<file path="src/rtl/cbus_arbiter_pkg.sv">
// Shared cache-bus types and helpers.
//   cbus_req_t  : request from a cache-side master toward memory
//   cbus_resp_t : response/acceptance from memory back to a master
//   idx_width() : index width for an N-entry selector, never below 1 bit
package cbus_arbiter_pkg;

    typedef struct packed {
        logic        valid;
        logic        is_write;
        logic [31:0] addr;
        logic [2:0]  size;
        logic [7:0]  len;      // beats in the transaction
        logic [31:0] data;
        logic [3:0]  strobe;
        logic        last;
    } cbus_req_t;

    typedef struct packed {
        logic        ready;    // beat accepted (write) or returned (read)
        logic        last;     // final beat of the transaction
        logic [31:0] data;
    } cbus_resp_t;

    function automatic int idx_width(int n);
        return (n > 1) ? $clog2(n) : 1;
    endfunction

endpackage

</file>
<file path="src/rtl/cbus_rr_picker.sv">
// Combinational round-robin picker.
//   valid : per-requester request bits
//   ptr   : index to start scanning from (must be < N)
//   found : at least one requester is valid
//   index : first valid index at or above ptr, wrapping modulo N
module cbus_rr_picker #(
    parameter int N = 2,
    parameter int W = 1
) (
    input  logic [N-1:0] valid,
    input  logic [W-1:0] ptr,
    output logic         found,
    output logic [W-1:0] index
);

    always_comb begin
        int j;
        found = 1'b0;
        index = '0;
        j     = 0;
        // Walk offsets from farthest to nearest so the nearest valid one wins.
        for (int k = N - 1; k >= 0; k--) begin
            j = int'(ptr) + k;
            if (j >= N) j = j - N;
            if (valid[j]) begin
                found = 1'b1;
                index = W'(j);
            end
        end
    end

endmodule

</file>
<file path="src/rtl/cbus_arbiter.sv">
// Round-robin arbiter merging NUM_INPUTS cache-bus masters onto one
// memory-side port. A master is granted for a whole transaction; the grant
// is released on the beat where the memory reports ready && last.
//   clk, resetn : clock, asynchronous active-low reset
//   ireqs       : per-master requests (index 0 = data cache)
//   iresps      : per-master responses (only the granted one is non-zero)
//   oreq        : request forwarded to memory
//   oresp       : response from memory
module cbus_arbiter
    import cbus_arbiter_pkg::*;
#(
    parameter int NUM_INPUTS = 2
) (
    input  logic       clk,
    input  logic       resetn,
    input  cbus_req_t  ireqs  [NUM_INPUTS],
    output cbus_resp_t iresps [NUM_INPUTS],
    output cbus_req_t  oreq,
    input  cbus_resp_t oresp
);

    localparam int W = idx_width(NUM_INPUTS);

    typedef enum logic {IDLE, BUSY} state_t;

    state_t          state;
    logic [W-1:0]    grant_idx;
    logic [W-1:0]    rr_ptr;
    logic [W-1:0]    next_ptr;
    logic [NUM_INPUTS-1:0] req_valid;
    logic            pick_found;
    logic [W-1:0]    pick_idx;

    always_comb begin
        for (int i = 0; i < NUM_INPUTS; i++) req_valid[i] = ireqs[i].valid;
    end

    cbus_rr_picker #(.N(NUM_INPUTS), .W(W)) u_picker (
        .valid (req_valid),
        .ptr   (rr_ptr),
        .found (pick_found),
        .index (pick_idx)
    );

    assign next_ptr = (grant_idx == W'(NUM_INPUTS - 1)) ? '0 : grant_idx + 1'b1;

    // The grant only moves from IDLE, so oresp never feeds the picker; the
    // IDLE cycle after a release is the one-cycle bubble between owners.
    always_ff @(posedge clk or negedge resetn) begin
        if (!resetn) begin
            state     <= IDLE;
            grant_idx <= '0;
            rr_ptr    <= '0;
        end else begin
            case (state)
                IDLE: if (pick_found) begin
                    grant_idx <= pick_idx;
                    state     <= BUSY;
                end
                BUSY: if (oresp.ready && oresp.last) begin
                    rr_ptr <= next_ptr;
                    state  <= IDLE;
                end
                default: state <= IDLE;
            endcase
        end
    end

    // Transparent forwarding while busy; a dropped valid mid-burst is
    // forwarded as-is and the grant is still held until last.
    always_comb begin
        oreq = '0;
        for (int i = 0; i < NUM_INPUTS; i++) iresps[i] = '0;
        if (state == BUSY) begin
            oreq              = ireqs[grant_idx];
            iresps[grant_idx] = oresp;
        end
    end

endmodule

</file>
<file path="config.mk">
export PLATFORM = sky130hd
export DESIGN_NAME = cbus_arbiter
export DESIGN_NICKNAME = d
export VERILOG_FILES = /design/src/rtl/cbus_arbiter_pkg.sv /design/src/rtl/cbus_rr_picker.sv /design/src/rtl/cbus_arbiter.sv
export SDC_FILE = /design/constraint.sdc
export NUM_CORES = 1
export LEC_CHECK = 0
export ABC_AREA = 1
export BUFFER_PORTS_ARGS = -buffer_cell sky130_fd_sc_hd__buf_2
export CAP_MARGIN = 40
export CORE_AREA = 3 3 135 137
export DETAILED_ROUTE_END_ITERATION = 10
export DIE_AREA = 0 0 138 140
export PLACE_DENSITY = 0.38
export SYNTH_ARGS = -nofsm -noshare
export SYNTH_HDL_FRONTEND = slang
export SYNTH_SLANG_ARGS = --single-unit
</file>
<file path="constraint.sdc">
create_clock -name clk -period 1.8 [get_ports clk]
set_input_delay 0.09 -clock clk [delete_from_list [all_inputs] [get_ports clk]]
set_output_delay 0.09 -clock clk [all_outputs]
set_load 0.01 [all_outputs]
</file>
Word-level counts from Yosys, hierarchy flattened
Cells that the tools add are included.

cells by class
  reduce and logical (&&, ||, !) cells = 4
  $lt $le $gt $ge = 6
  bitwise gates (word level) = 3
  multiplexer cells = 23
  $add $sub $neg = 4

operators by type and width
  cell                                                                                   count
  82-bit 2-to-1 mux                                                                      4
  68-bit AND                                                                             1
  68-bit 2-to-1 mux                                                                      1
  32-bit by 3-bit less-than comparator with 1-bit output (second input constant)         2
  32-bit 2-to-1 mux                                                                      2
  34-bit demux with 1-bit select                                                         1
  34-bit 2-to-1 mux                                                                      1
  32-bit by 3-bit greater-or-equal comparator with 1-bit output (second input constant)  1
  32-bit by 3-bit subtractor with 32-bit output (second input constant)                  1
  1-bit 2-to-1 mux                                                                       13
  2-bit AND reduction                                                                    2
  1-bit by 2-bit subtractor with 3-bit output (second input constant)                    1
  1-bit by 1-bit adder with 2-bit output (second input constant)                         1
  1-bit by 2-bit greater-or-equal comparator with 1-bit output (second input constant)   1
  2-bit greater-or-equal comparator (second input constant)                              1
  1-bit logical AND                                                                      2
  2-bit by 1-bit less-than comparator with 1-bit output (second input constant)          1
  1-bit NOT with 2-bit output                                                            1
  1-bit case mux with 2 select lines                                                     1
  1-bit adder (second input constant)                                                    1
  1-bit NOT                                                                              1

storage, ports and cells
  output and inout port bits = 150
  bits of input ports = 200
  bits in registers = 3
  logic and storage cells = 43

Depth between registers and ports, before layout
  word-level depth = 10
  mapped depth = 6
  gate-level depth less buffers = 4

By module
From an unflattened synthesis, not the netlist that was laid out.

second synthesis, totals
  cell total of the unflattened synthesis = 395
  area total of the unflattened synthesis = 1641.6 um^2

by module, submodules not included
  module          cells each  instances  sequential area each (um^2)  area each (um^2)
  cbus_arbiter    391         1          75.1                         1622.8
  cbus_rr_picker  4           1          0.0                          18.8

Worst setup path after synthesis
Ideal clock, no wire load.

  path kind = reg-to-output
  start = register grant_idx
  end = output oreq[10] in the netlist's numbering
  path slack = 0.749 ns
  path buffers = 2
  data required time = 1.710 ns
  stages on the path, launching flop included = 6
  data arrival time = 0.961 ns
  cells stage by stage = dfrtp_1 -> inv_2 -> buf_4 -> buf_2 -> nand3_1 -> nand2_1

RTL lines
  element                   line                RTL
  start: declaration        cbus_arbiter.sv:27  logic [W-1:0] grant_idx;
  start signal: assignment  cbus_arbiter.sv:57  grant_idx <= pick_idx;
  end: declaration          cbus_arbiter.sv:18  output cbus_req_t oreq,

==> results.md <==
- Starting Density: 0.102
- Dominant cell type by area after synthesis: nand2_1
- Share of cells above drive strength 1: 0.498
- Post-CTS Resized: 0
- Rel. slew slack: 0.578
- Synth Register Bits: 3
- Routability congestion estimate: 0.836
- Hold Startpoint: oresp[32]
- GRT busiest layer: met2
- Power consumption: 0.00494 W
- Clock transition at path regs: 30 ps
- Seq/Total Area, Yosys: 0.0427
- TritonCTS buffer count: 3
- Syn Area/Cell: 4.36 µm²
- Io pins: 350
- R2r setup slk: approximately 670 ps
- Max Clk Rate: 603 MHz
- Die H: 140 µm
- Die area: 0.0193 mm²
- Worst-margin pin slew: 633 ps
- Met3 Track Usage GR: 0.0280
- Site Rows: 48
- CTS tree: done
- Cell with the most instances after synthesis: nand2_1
- Mapped cell area: 0.00176 mm²
- Pwr per Cell Area: 1300 mW/mm²
- First-pass detailed-route iteration total: 4
- Primary FF master, synth: dfrtp_1
- Post-synth EDFFs: 0
- Syn nets: 603
- Grt met1 use: 0.121
- Clk root buf: clkbuf_16
- Commonest cells in the netlist: nand2_1, nand3_1, nor2_1
- RSZ-0062 raised after global routing: false
- Core Region: 0.0172 mm²
- Worst r2r src: state
- Period minus WS final: 1660 ps
- Vias per inst: 3.81
- Mapped Cells: just over 400
- Wirelength per Cell: 12.5 µm
- DRT iter0 DRCs: 198
- Hold Path Class: in2reg
- DP HPWL: approximately 10 mm
- Area grow syn2layout: 115%
- Total gr overflow: 0
- Critical Path End Type: output pin
- Critical path fanouts, max: 60
- Max_cap viols: 0
- # H-tree levels: 1
- Crit path kind: reg2out
- Arrival time worst endpoint: between 1500 and 2000 ps
- Max clock buf depth: 2
- Via count: 3,650
- Max IR drop VDD: 0.830 mV
- Number of global-route vias before repair: 3,443
- Antenna viol nets, final: 0
- Clock Sinks: 3
- Met2 Use GR: 0.222
- Routed WL: 11.9 mm
- Setup TNS: 0 ps
- Hold Violations, Final: 0
- Fin. max-slew vios: 0
- LEAKAGE: 2.70 nW
- Chip Width: 138 µm
- WHS Path Cells: 3
- WP data required: 1710 ps
- Synth warn: 0
- Initial antenna violation count: 0
- Reg2reg end: state
- PortBufs: 349
- Largest net degree at the start of global routing: 61
- Critical Path Start Type: flip-flop
- Outcome: finished clean
- # nets final: 934
- Post-CTS setup buffers: 0
- Asr flop ratio synth: 1.00
- ANT cells: 0
- Area share of the largest cell type after synthesis: 0.370
- Final setup viols: 0
- Top post-synthesis cells by area: nand2_1, nand3_1, nor2_1, inv_1, buf_2
- Worst Skew: 0.611 ps
- FILL cells: 2,036
- Global-route wire length before repair: 18.1 mm
- GRT Resource Usage Total: 0.112
- Synth cell types: 12
- Clk_lat worst skew: 220 ps
- Worst Reg2Reg Path Length in Cells: 4
- Hold Buf Count CTS: 1
- Post-route DRC: 0
- Final period util: 0.922
- Hold EP: rr_ptr
## stage by stage
stage          cell area (µm²)  utilization  hold WS, ps  setup WS [ps]  instances
4_1_cts                   3780        0.220          173            141        958
3_5_place_dp              3690        0.215         -103            379        953
2_1_floorplan             1760            -         -206            749        403
3_3_place_gp              3690        0.215         -106            356        953
5_1_grt                   3780        0.220          213           6.58        958
6_report                  3780        0.220          163            141        958
## how the worst max path moves through the flow
stage / startpoint / to / slack, ps / cells after the start
final: state / oreq[59] / 140 / 4
after floorplan: grant_idx / oreq[10] / 750 / 5
after global routing: state / oreq[50] / 7 / 4
after global placement: state / oreq[11] / 360 / 4
after detailed placement: state / oreq[11] / 380 / 4
after CTS: state / oreq[11] / 140 / 4
## routing by layer
layer	up-vias	wire (µm)	share of wire
met5	-	0	0
met4	0	160	0.013
met3	14	1020	0.086
met2	199	6470	0.54
met1	1546	4280	0.36
li1	1891	-	-
## power breakdown
| group | leakage [nW] | switching (W) | total, W | internal, W |
|---|---|---|---|---|
| registers | 0.0346 | 0.0000371 | 0.000140 | 0.000103 |
| logic | 2.63 | 0.00279 | 0.00445 | 0.00165 |
| clock network | 0.0382 | 0.0000593 | 0.000351 | 0.000292 |
## placed cells by master (no fill, tap or decap), types with 2 or more instances in the layout
master and instances:
inv_1 36, nor2_1 68, buf_12 2, nand2_1 173, clkbuf_16 3, dfrtp_1 2
buf_4 7, buf_2 349, nand3_1 86
## flip-flops by register name, indices dropped and copies added, names as in the netlist
signal     flops
state          1
rr_ptr         1
grant_idx      1
## cell families (layout without fill, tap and decap cells)
logic type	Yosys count	count (layout)	share of synthesized area
buf+inv	71	401	0.187
simple gates	329	329	0.770
flops	3	3	0.0427
## area by class of cell
class / instances / area, µm² / area share
Clock buffer: 4 / 78.8 / 0.0208
Tap cell: 225 / 282 / 0.0744
Timing Repair Buffer: 359 / 1850 / 0.489
Multi-Input combinational cell: 329 / 1350 / 0.357
Inverter: 38 / 145 / 0.0384
Sequential cell: 3 / 76.3 / 0.0202
## worst max-delay path, stage by stage (launching register included)
cell     delay [ps]
dfrtp_2         390
buf_4           520
nand3_1         150
nand2_1         110
buf_2           130
No activity file was read; power rests on OpenSTA's default activity.
